<file path="src/rtl/command_scheduler.sv">
// command_scheduler
//   Round-robin scheduler that writes packet-builder commands into the command
//   FIFO, one command per cycle while the FIFO has room.
//   Each stream has a frame template, a packet budget and a minimum gap
//   between its own grants. All config is snapshotted on start.
//
//   state | meaning
//   ------+---------------------------------------------------------------
//   IDLE  | waiting for start with at least one stream enabled
//   RUN   | arbitrating streams and writing commands until finished or stop
//
// Ports
//   clk, rst_n          clock, async active-low reset
//   start, stop         scheduling control pulses
//   cfg_*               per-stream config, packed (stream k in slice k)
//   fifo_full           FIFO backpressure
//   fifo_wr_enable      combinational write strobe
//   fifo_*              command fields of the granted stream
//   busy, done          RUN indicator, one-cycle pulse on RUN->IDLE
//   total_sent          commands written since the last start (wraps)
module command_scheduler #(
    parameter int N_STREAMS   = 4,
    parameter int COUNT_WIDTH = 32,
    parameter int GAP_WIDTH   = 16
) (
    input  logic                             clk,
    input  logic                             rst_n,
    input  logic                             start,
    input  logic                             stop,
    input  logic [N_STREAMS-1:0]             cfg_enable,
    input  logic [N_STREAMS*11-1:0]          cfg_size,
    input  logic [N_STREAMS*48-1:0]          cfg_d_mac,
    input  logic [N_STREAMS*48-1:0]          cfg_s_mac,
    input  logic [N_STREAMS*16-1:0]          cfg_ethertype,
    input  logic [N_STREAMS*8-1:0]           cfg_payload,
    input  logic [N_STREAMS*COUNT_WIDTH-1:0] cfg_count,
    input  logic [N_STREAMS*GAP_WIDTH-1:0]   cfg_gap,
    input  logic                             fifo_full,
    output logic                             fifo_wr_enable,
    output logic [10:0]                      fifo_size,
    output logic [47:0]                      fifo_d_mac,
    output logic [47:0]                      fifo_s_mac,
    output logic [15:0]                      fifo_ethertype,
    output logic [7:0]                       fifo_payload,
    output logic                             busy,
    output logic                             done,
    output logic [COUNT_WIDTH-1:0]           total_sent
);

    localparam int PW = (N_STREAMS > 1) ? $clog2(N_STREAMS) : 1;

    localparam logic [0:0] IDLE = 1'b0;
    localparam logic [0:0] RUN  = 1'b1;

    logic [0:0]             state;
    logic [PW-1:0]          ptr;
    logic [N_STREAMS-1:0]   snap_en;
    logic [N_STREAMS-1:0]   snap_fin;     // 1 = finite budget (cfg_count != 0)
    logic [10:0]            snap_size      [N_STREAMS];
    logic [47:0]            snap_d_mac     [N_STREAMS];
    logic [47:0]            snap_s_mac     [N_STREAMS];
    logic [15:0]            snap_ethertype [N_STREAMS];
    logic [7:0]             snap_payload   [N_STREAMS];
    logic [GAP_WIDTH-1:0]   snap_gap       [N_STREAMS];
    logic [COUNT_WIDTH-1:0] remaining      [N_STREAMS];
    logic [GAP_WIDTH-1:0]   gap_timer      [N_STREAMS];

    logic [N_STREAMS-1:0]   elig;
    logic [PW-1:0]          grant;
    logic                   found;
    logic [PW:0]            idx_sum;
    logic [PW-1:0]          sel;
    logic                   all_fin_next;

    function automatic logic [PW-1:0] wrap_inc(input logic [PW-1:0] v);
        if (v == PW'(N_STREAMS - 1)) return '0;
        return v + 1'b1;
    endfunction

    always_comb begin
        for (int k = 0; k < N_STREAMS; k++) begin
            elig[k] = snap_en[k] && (gap_timer[k] == '0) &&
                      (!snap_fin[k] || (remaining[k] != '0));
        end
    end

    // First eligible stream at or above the pointer, wrapping around.
    always_comb begin
        grant   = '0;
        found   = 1'b0;
        idx_sum = '0;
        for (int i = 0; i < N_STREAMS; i++) begin
            idx_sum = {1'b0, ptr} + (PW+1)'(i);
            if (idx_sum >= (PW+1)'(N_STREAMS)) idx_sum = idx_sum - (PW+1)'(N_STREAMS);
            if (!found && elig[idx_sum[PW-1:0]]) begin
                found = 1'b1;
                grant = idx_sum[PW-1:0];
            end
        end
    end

    assign fifo_wr_enable = (state == RUN) && !stop && !fifo_full && found;
    assign sel            = fifo_wr_enable ? grant : '0;
    assign fifo_size      = snap_size[sel];
    assign fifo_d_mac     = snap_d_mac[sel];
    assign fifo_s_mac     = snap_s_mac[sel];
    assign fifo_ethertype = snap_ethertype[sel];
    assign fifo_payload   = snap_payload[sel];
    assign busy           = (state == RUN);

    // Looks through this cycle's write so RUN ends on the edge of the last write.
    always_comb begin
        all_fin_next = 1'b1;
        for (int k = 0; k < N_STREAMS; k++) begin
            if (snap_en[k]) begin
                if (!snap_fin[k]) begin
                    all_fin_next = 1'b0;
                end else if ((remaining[k] != '0) &&
                             !(fifo_wr_enable && (grant == PW'(k)) &&
                               (remaining[k] == COUNT_WIDTH'(1)))) begin
                    all_fin_next = 1'b0;
                end
            end
        end
    end

    always_ff @(posedge clk or negedge rst_n) begin
        if (!rst_n) begin
            state      <= IDLE;
            ptr        <= '0;
            done       <= 1'b0;
            total_sent <= '0;
            snap_en    <= '0;
            snap_fin   <= '0;
            for (int k = 0; k < N_STREAMS; k++) begin
                snap_size[k]      <= '0;
                snap_d_mac[k]     <= '0;
                snap_s_mac[k]     <= '0;
                snap_ethertype[k] <= '0;
                snap_payload[k]   <= '0;
                snap_gap[k]       <= '0;
                remaining[k]      <= '0;
                gap_timer[k]      <= '0;
            end
        end else begin
            done <= 1'b0;
            case (state)
                IDLE: begin
                    if (start && (cfg_enable != '0)) begin
                        state      <= RUN;
                        ptr        <= '0;
                        total_sent <= '0;
                        snap_en    <= cfg_enable;
                        for (int k = 0; k < N_STREAMS; k++) begin
                            snap_size[k]      <= cfg_size[k*11 +: 11];
                            snap_d_mac[k]     <= cfg_d_mac[k*48 +: 48];
                            snap_s_mac[k]     <= cfg_s_mac[k*48 +: 48];
                            snap_ethertype[k] <= cfg_ethertype[k*16 +: 16];
                            snap_payload[k]   <= cfg_payload[k*8 +: 8];
                            snap_gap[k]       <= cfg_gap[k*GAP_WIDTH +: GAP_WIDTH];
                            snap_fin[k]       <= (cfg_count[k*COUNT_WIDTH +: COUNT_WIDTH] != '0);
                            remaining[k]      <= cfg_count[k*COUNT_WIDTH +: COUNT_WIDTH];
                            gap_timer[k]      <= '0;
                        end
                    end
                end
                default: begin
                    if (fifo_wr_enable) begin
                        ptr        <= wrap_inc(grant);
                        total_sent <= total_sent + 1'b1;
                    end
                    for (int k = 0; k < N_STREAMS; k++) begin
                        if (fifo_wr_enable && (grant == PW'(k))) begin
                            gap_timer[k] <= snap_gap[k];
                            if (snap_fin[k]) remaining[k] <= remaining[k] - 1'b1;
                        end else if (gap_timer[k] != '0) begin
                            gap_timer[k] <= gap_timer[k] - 1'b1;
                        end
                    end
                    if (stop || all_fin_next) begin
                        state <= IDLE;
                        done  <= 1'b1;
                    end
                end
            endcase
        end
    end

endmodule
</file>
<file path="config.mk">
export PLATFORM = sky130hd
export DESIGN_NAME = command_scheduler
export DESIGN_NICKNAME = d
export VERILOG_FILES = /design/src/rtl/command_scheduler.sv
export SDC_FILE = /design/constraint.sdc
export NUM_CORES = 2
export LEC_CHECK = 0
export CORE_AREA = 2 2 344 346
export CTS_CLUSTER_DIAMETER = 120
export DETAILED_ROUTE_END_ITERATION = 10
export DIE_AREA = 0 0 346 348
export GPL_TIMING_DRIVEN = 0
export PLACE_DENSITY_LB_ADDON = 0.25
export SLEW_MARGIN = 25
export SYNTH_ARGS = -nofsm -noshare
export SYNTH_HDL_FRONTEND = slang
export SYNTH_SLANG_ARGS = --single-unit
</file>
<file path="constraint.sdc">
create_clock -name clk -period 5.3 [get_ports clk]
set_clock_uncertainty 0.15 [all_clocks]
set_input_delay 1.59 -clock clk [delete_from_list [all_inputs] [get_ports clk]]
set_output_delay 1.59 -clock clk [all_outputs]
set_load 0.03 [all_outputs]
</file>
Yosys cells after proc, flatten, opt, wreduce, memory -nomap -nowiden
Cells that the tools add are included.
- register bits: 824
- bits in latches: 0
- RAM bits: 0
- memory bits (read-only): 0
- bits of input ports: 725
- memories: 0
- $add $sub $neg: 17
- $mul: 0
- divide/modulo/power cells: 0
- magnitude comparators: 9
- eq/ne operators: 20
- shifts and indexed selects: 0
- muxes and demuxes: 84
- bitwise operators: 2
- reduce and logical (&&, ||, !) cells: 74
- operators by type and width (kind ; number):
    $mux 32 ; 11
    $mux 128 ; 2
    $reduce_bool 32->1 ; 8
    $bmux 48 s2 ; 2
    $mux 48 ; 4
    $mux 16 ; 10
    $eq 32x1->1 const B ; 4
    $mux 64 ; 2
    $sub 32x1->32 const B ; 4
    $logic_not 16->1 ; 4
    $reduce_bool 16->1 ; 4
    $sub 16x1->16 const B ; 4
    $add 32x1->32 const B ; 1
    $bmux 16 s2 ; 1
    $mux 1 ; 28
    $mux 2 ; 14
    $logic_and 1x1->1 ; 27
    $bmux 11 s2 ; 1
    $mux 11 ; 2
    $bmux 8 s2 ; 1
    $mux 8 ; 2
    $ne 2x1->1 const B ; 8
    $logic_not 1->1 ; 13
    $ge 3x3->1 const B ; 4
    other kinds (19) ; 45

Logic depth before layout (Yosys ltp)
- depth in word-level cells: 35
- mapped depth: 18
- depth with buffers taken out: 15

Least setup slack after synthesis
Ideal clock, no wire load.
- path kind: reg-to-output
- from: register gap_timer[39] (netlist bit)
- to: output fifo_d_mac[25]
- arrival time: 3843 ps
- required time: 3560 ps
- setup slack: -283 ps
- stages on the path, launching flop included: 13
- buffers on the path: 6
- cell sequence: dfrtp_1 > buf_6 > or4_4 > buf_6 > or4_1 > clkbuf_2 > or4_4 > o22a_1 > or3_1 > clkbuf_1 > clkbuf_1 > clkbuf_1 > o221ai_1
- longest elaborated chain between the ends: 21
- elaborated cells on any way between the ends: 31
- RTL lines (what ; RTL line ; source):
    start, declared ; 66 ; logic [GAP_WIDTH-1:0] gap_timer [N_STREAMS];
    start signal, assigned by index ; 174 ; gap_timer[k] <= snap_gap[k];
    start signal, assigned by index ; 177 ; gap_timer[k] <= gap_timer[k] - 1'b1;
    $logic_not 16->1 (*) ; 82 ; elig[k] = snap_en[k] && (gap_timer[k] == '0) &&
    $logic_and 1x1->1 (*) (2 in series) ; 82 ;
    $bmux 1 s2 ; 95 ; if (!found && elig[idx_sum[PW-1:0]]) begin
    $mux 1 (not written as such) ; 95 ;
    $mux 1 ; 95 ;
    $logic_not 1->1 ; 95 ;
    $logic_and 1x1->1 ; 95 ;
    $mux 1 ; 95 ;
    (+3 left out) ; - ;
    $logic_not 1->1 ; 95 ;
    $logic_and 1x1->1 ; 95 ;
    $mux 1 ; 95 ;
    $logic_and 1x1->1 ; 102 ; assign fifo_wr_enable = (state == RUN) && !stop && !fifo_full && found;
    $mux 2 (*) ; 103 ; assign sel = fifo_wr_enable ? grant : '0;
    $not 2->3 (not written as such) (*) ; 105 ; assign fifo_d_mac = snap_d_mac[sel];
    $bmux 48 s2 (*) ; 105 ;
    $mux 48 (not written as such) (*) (2 in series) ; 105 ;
    end, declared ; 41 ; output logic [47:0] fifo_d_mac,
Mark *: on every way between the ends. The rest lies on a longest branch, timed or not. The select of a mux whose other input is x is not followed.

Final worst setup path
- from: register gap_timer[40] (netlist bit)
- to: output fifo_d_mac[41]
The elaborated chain is that of the path after synthesis.

==> results_dict.tcl <==
set metrics [dict create \
    fillers 11000 \
    finalSetupTns_ns -100.71 \
    rows 126 \
    dieArea_um2 120000 \
    path_clk_slew_ns 0.06 \
    die_w_um 346 \
    final_cell_count_no_fill 7685 \
    cp.required_ns 3.56 \
    insertion_delay_ns 0.71 \
    place_congestion 0.990 \
    numCtsBuffers 94 \
    cts_buffer_depth 3 \
    max_stage_delay_ns 0.60 \
    violations "setup timing" \
    holdPathEnd "snap_ethertype[54]" \
    fin_crit_ns 6.19 \
    gr-total-overflow 0 \
    place_area_um2 52700 \
    ff_latch_area_um2 20600 \
    cts.htree.levels 3 \
    worstHoldStart "snap_ethertype[54]" \
    p_sw_mw 11.8 \
    synth_edf_count 0 \
    synth-seq-cells 824 \
    rsz0062_at_grt "yes" \
    design_area_um2 59200 \
    grt_use_total 0.307 \
    powerDensity_nw_per_um2 481 \
    min_period_over_period 1.17 \
    ys.warnings.count 0 \
    min_path_cells 2 \
    slew_viol_final 0 \
    cp-end-kind "output port" \
    critPathArrivalTime_ns 4.45 \
    power_mw 28.5 \
    status "finished with violations" \
    setup_viol 132 \
    via_per_inst 5.56 \
    nets 6791 \
    path_cells "or4_4, or4_4, or4_4, o22a_1, buf_6, a21boi_4, buf_12, nand2_8, clkbuf_16, clkbuf_16, o221ai_4, buf_6" \
    multiInputGateArea_um2 21500 \
    io-pin-count 891 \
    start_util 0.352 \
    p_seq_frac 0.357 \
    ys_types 77 \
    final_layout_size_suffix_gt1_frac 0.120 \
    drtIter0Drc 4622 \
    layout_setup_ws_ns -0.888 \
    power.leakage_nw 25.6 \
    avgRoutedWirePerCell_um 25.1 \
    syn_area_um2 41200 \
    via_count 42800 \
    finalHoldViolCount 0 \
    p_sw_frac 0.414 \
    worst_slew_pin_slew_ns 1.07 \
    final_cell_mix "2059 x nand2_1, 824 x dfrtp_1, 757 x clkdlybuf4s50_1" \
    die_h_um 348 \
    clock-sinks 824 \
    drc 0 \
    clock_power_share 0.240 \
    dpl.hpwl_um 145000 \
    worst_path_most_repeated_cell "or4_4" \
    max-vdd-ir-drop_mv 0.322 \
    path_delay_family "simple AND/OR/NAND/NOR gates" \
    syn2layout_area_growth_pct 43.6 \
    reg2reg_slack_ns 0.19 \
    ant_nets 0 \
    startpoint_type "flop" \
    hp-class "flop to flop" \
    worstReg2RegStart "gap_timer[40]" \
    dp_slack_ns -2.79 \
    syn_inst 5014 \
    fmax_ghz 0.162 \
    synth-async-reset-ratio 1.00 \
    cap_violations 0 \
    reg2reg_depth 15 \
    fp.coreArea_um2 117000 \
    ctsRootBufferMaster "clkbuf_16" \
    power_frac_comb 0.403 \
    worst-path-max-fanout 8 \
    slowest_stage "or4_4" \
    grt_first_pass_wirelength_um 275000 \
    hold_buffers 0 \
    ys.flop_type "dfrtp_1" \
    grt_max_degree 131 \
    relSlewSlack 0.277 \
    critical_path_class "flop to output port" \
    synth.net_count 5764 \
    final_common_cell "nand2_1" \
    p_int_mw 16.7 \
    antenna_found_initial 47 \
    cp_num_buf_inv 5 \
    worstReg2RegEnd "remaining[83]" \
    routed_wl_um 193000 \
    grt_pass1_vias 41000 \
    cts_tree "yes" \
    firstDrtPassIters 8 \
    portBuffers 890 \
    ys_seq_area_frac 0.500 \
    dp.cells 7446 \
    syn_area_per_cell_um2 8.22 \
]
## registers in the layout, indices dropped and copies added (netlist names)
name	count
snap_en	4
snap_size	44
total_sent	32
snap_payload	32
busy	1
ptr	2
gap_timer	64
snap_gap	64
snap_ethertype	64
done	1
snap_d_mac	192
snap_fin	4
remaining	128
snap_s_mac	192
## worst max path at each step
stage | start | endpoint | slack (ns) | cells past startpoint
3_3_place_gp | rst_n | snap_s_mac[13] | -36.72 | 1
4_1_cts | gap_timer[42] | fifo_d_mac[41] | -0.88 | 10
3_5_place_dp | remaining[102] | fifo_d_mac[44] | -2.79 | 11
6_report | gap_timer[40] | fifo_d_mac[41] | -0.89 | 12
2_1_floorplan | gap_timer[39] | fifo_d_mac[25] | -0.28 | 12
5_1_grt | gap_timer[40] | fifo_ethertype[6] | -0.96 | 12
## tightest hold or removal path, stage by stage (launching register included)
cell and delay, ns:
dfrtp_1 0.34, nand2_1 0.05, nand2_1 0.05
## cell usage after synthesis, drive strengths merged, types with 11 or more instances
library cell,n,area share
and3,20,0.0030
or4,24,0.0046
nand3,73,0.0089
or2,19,0.0029
or3,32,0.0049
nor4,97,0.015
a21oi,242,0.029
a22oi,36,0.0066
a21o,12,0.0022
o32ai,13,0.0028
nor2,151,0.014
dfrtp,824,0.50
o22a,26,0.0055
o21ai,266,0.032
ha,25,0.0076
nand4,35,0.0053
clkbuf,285,0.026
nor3,75,0.0091
nand2,2066,0.19
nand2b,18,0.0027
a31oi,26,0.0039
o2bb2ai,63,0.013
mux2i,146,0.035
buf,61,0.0075
inv,63,0.0057
o221ai,131,0.028
o22ai,57,0.0086
xnor2,11,0.0023
## power by group through the flow
stage                     clock [mW]  combinational [mW]  sequential [mW]
after global routing            7.17                12.3             10.4
after detailed placement           0                10.0             10.0
after global placement             0                9.88             10.0
after CTS                       6.91                10.8             10.0
final                           6.84                11.5             10.2
after floorplan                    0                6.15             9.55
## stage by stage
step / util / hold WS (ns)
finish: 0.506 / 0.321
global route: 0.506 / 0.338
CTS: 0.493 / 0.321
detailed placement: 0.450 / 0.306
global placement: 0.449 / 0.302
floorplan: - / 0.289
## area by class of cell
cell class / instances / share of cell area
repair buffers: 939 / 0.162
clock buffers: 135 / 0.0457
inverters: 64 / 0.00406
flip-flops and latches: 824 / 0.348
plain buffers: 338 / 0.0344
diodes: 29 / 0.00123
well taps: 1536 / 0.0325
multi-input cells: 3780 / 0.363
clock inverters: 40 / 0.00843
## kinds of logic after synthesis
| group | Yosys count | synth area share |
|---|---|---|
| mux | 147 | 0.0357 |
| flops | 824 | 0.500 |
| simple gates | 2651 | 0.266 |
| buf+inv | 410 | 0.0393 |
| xor+xnor | 18 | 0.00382 |
| fa+ha+maj | 25 | 0.00759 |
| compound gates | 939 | 0.148 |
## routing by layer
metal / global-route usage / vias up / wire length, um
met1: 0.397 / 20900 / 76700
met5: 0 / - / 188
met4: 0.164 / 28 / 11200
met2: 0.482 / 2117 / 88300
met3: 0.0679 / 456 / 16700
li1: - / 19200 / -
## timing repair
item / in CTS / in global routing
gates resized for setup: 1253 / 308
pin swaps: 45 / 50
buffers inserted: 23 / 12
setup endpoints to repair: 291 / 198
cloned: 4 / 4
(Power assumes the default switching activity.)
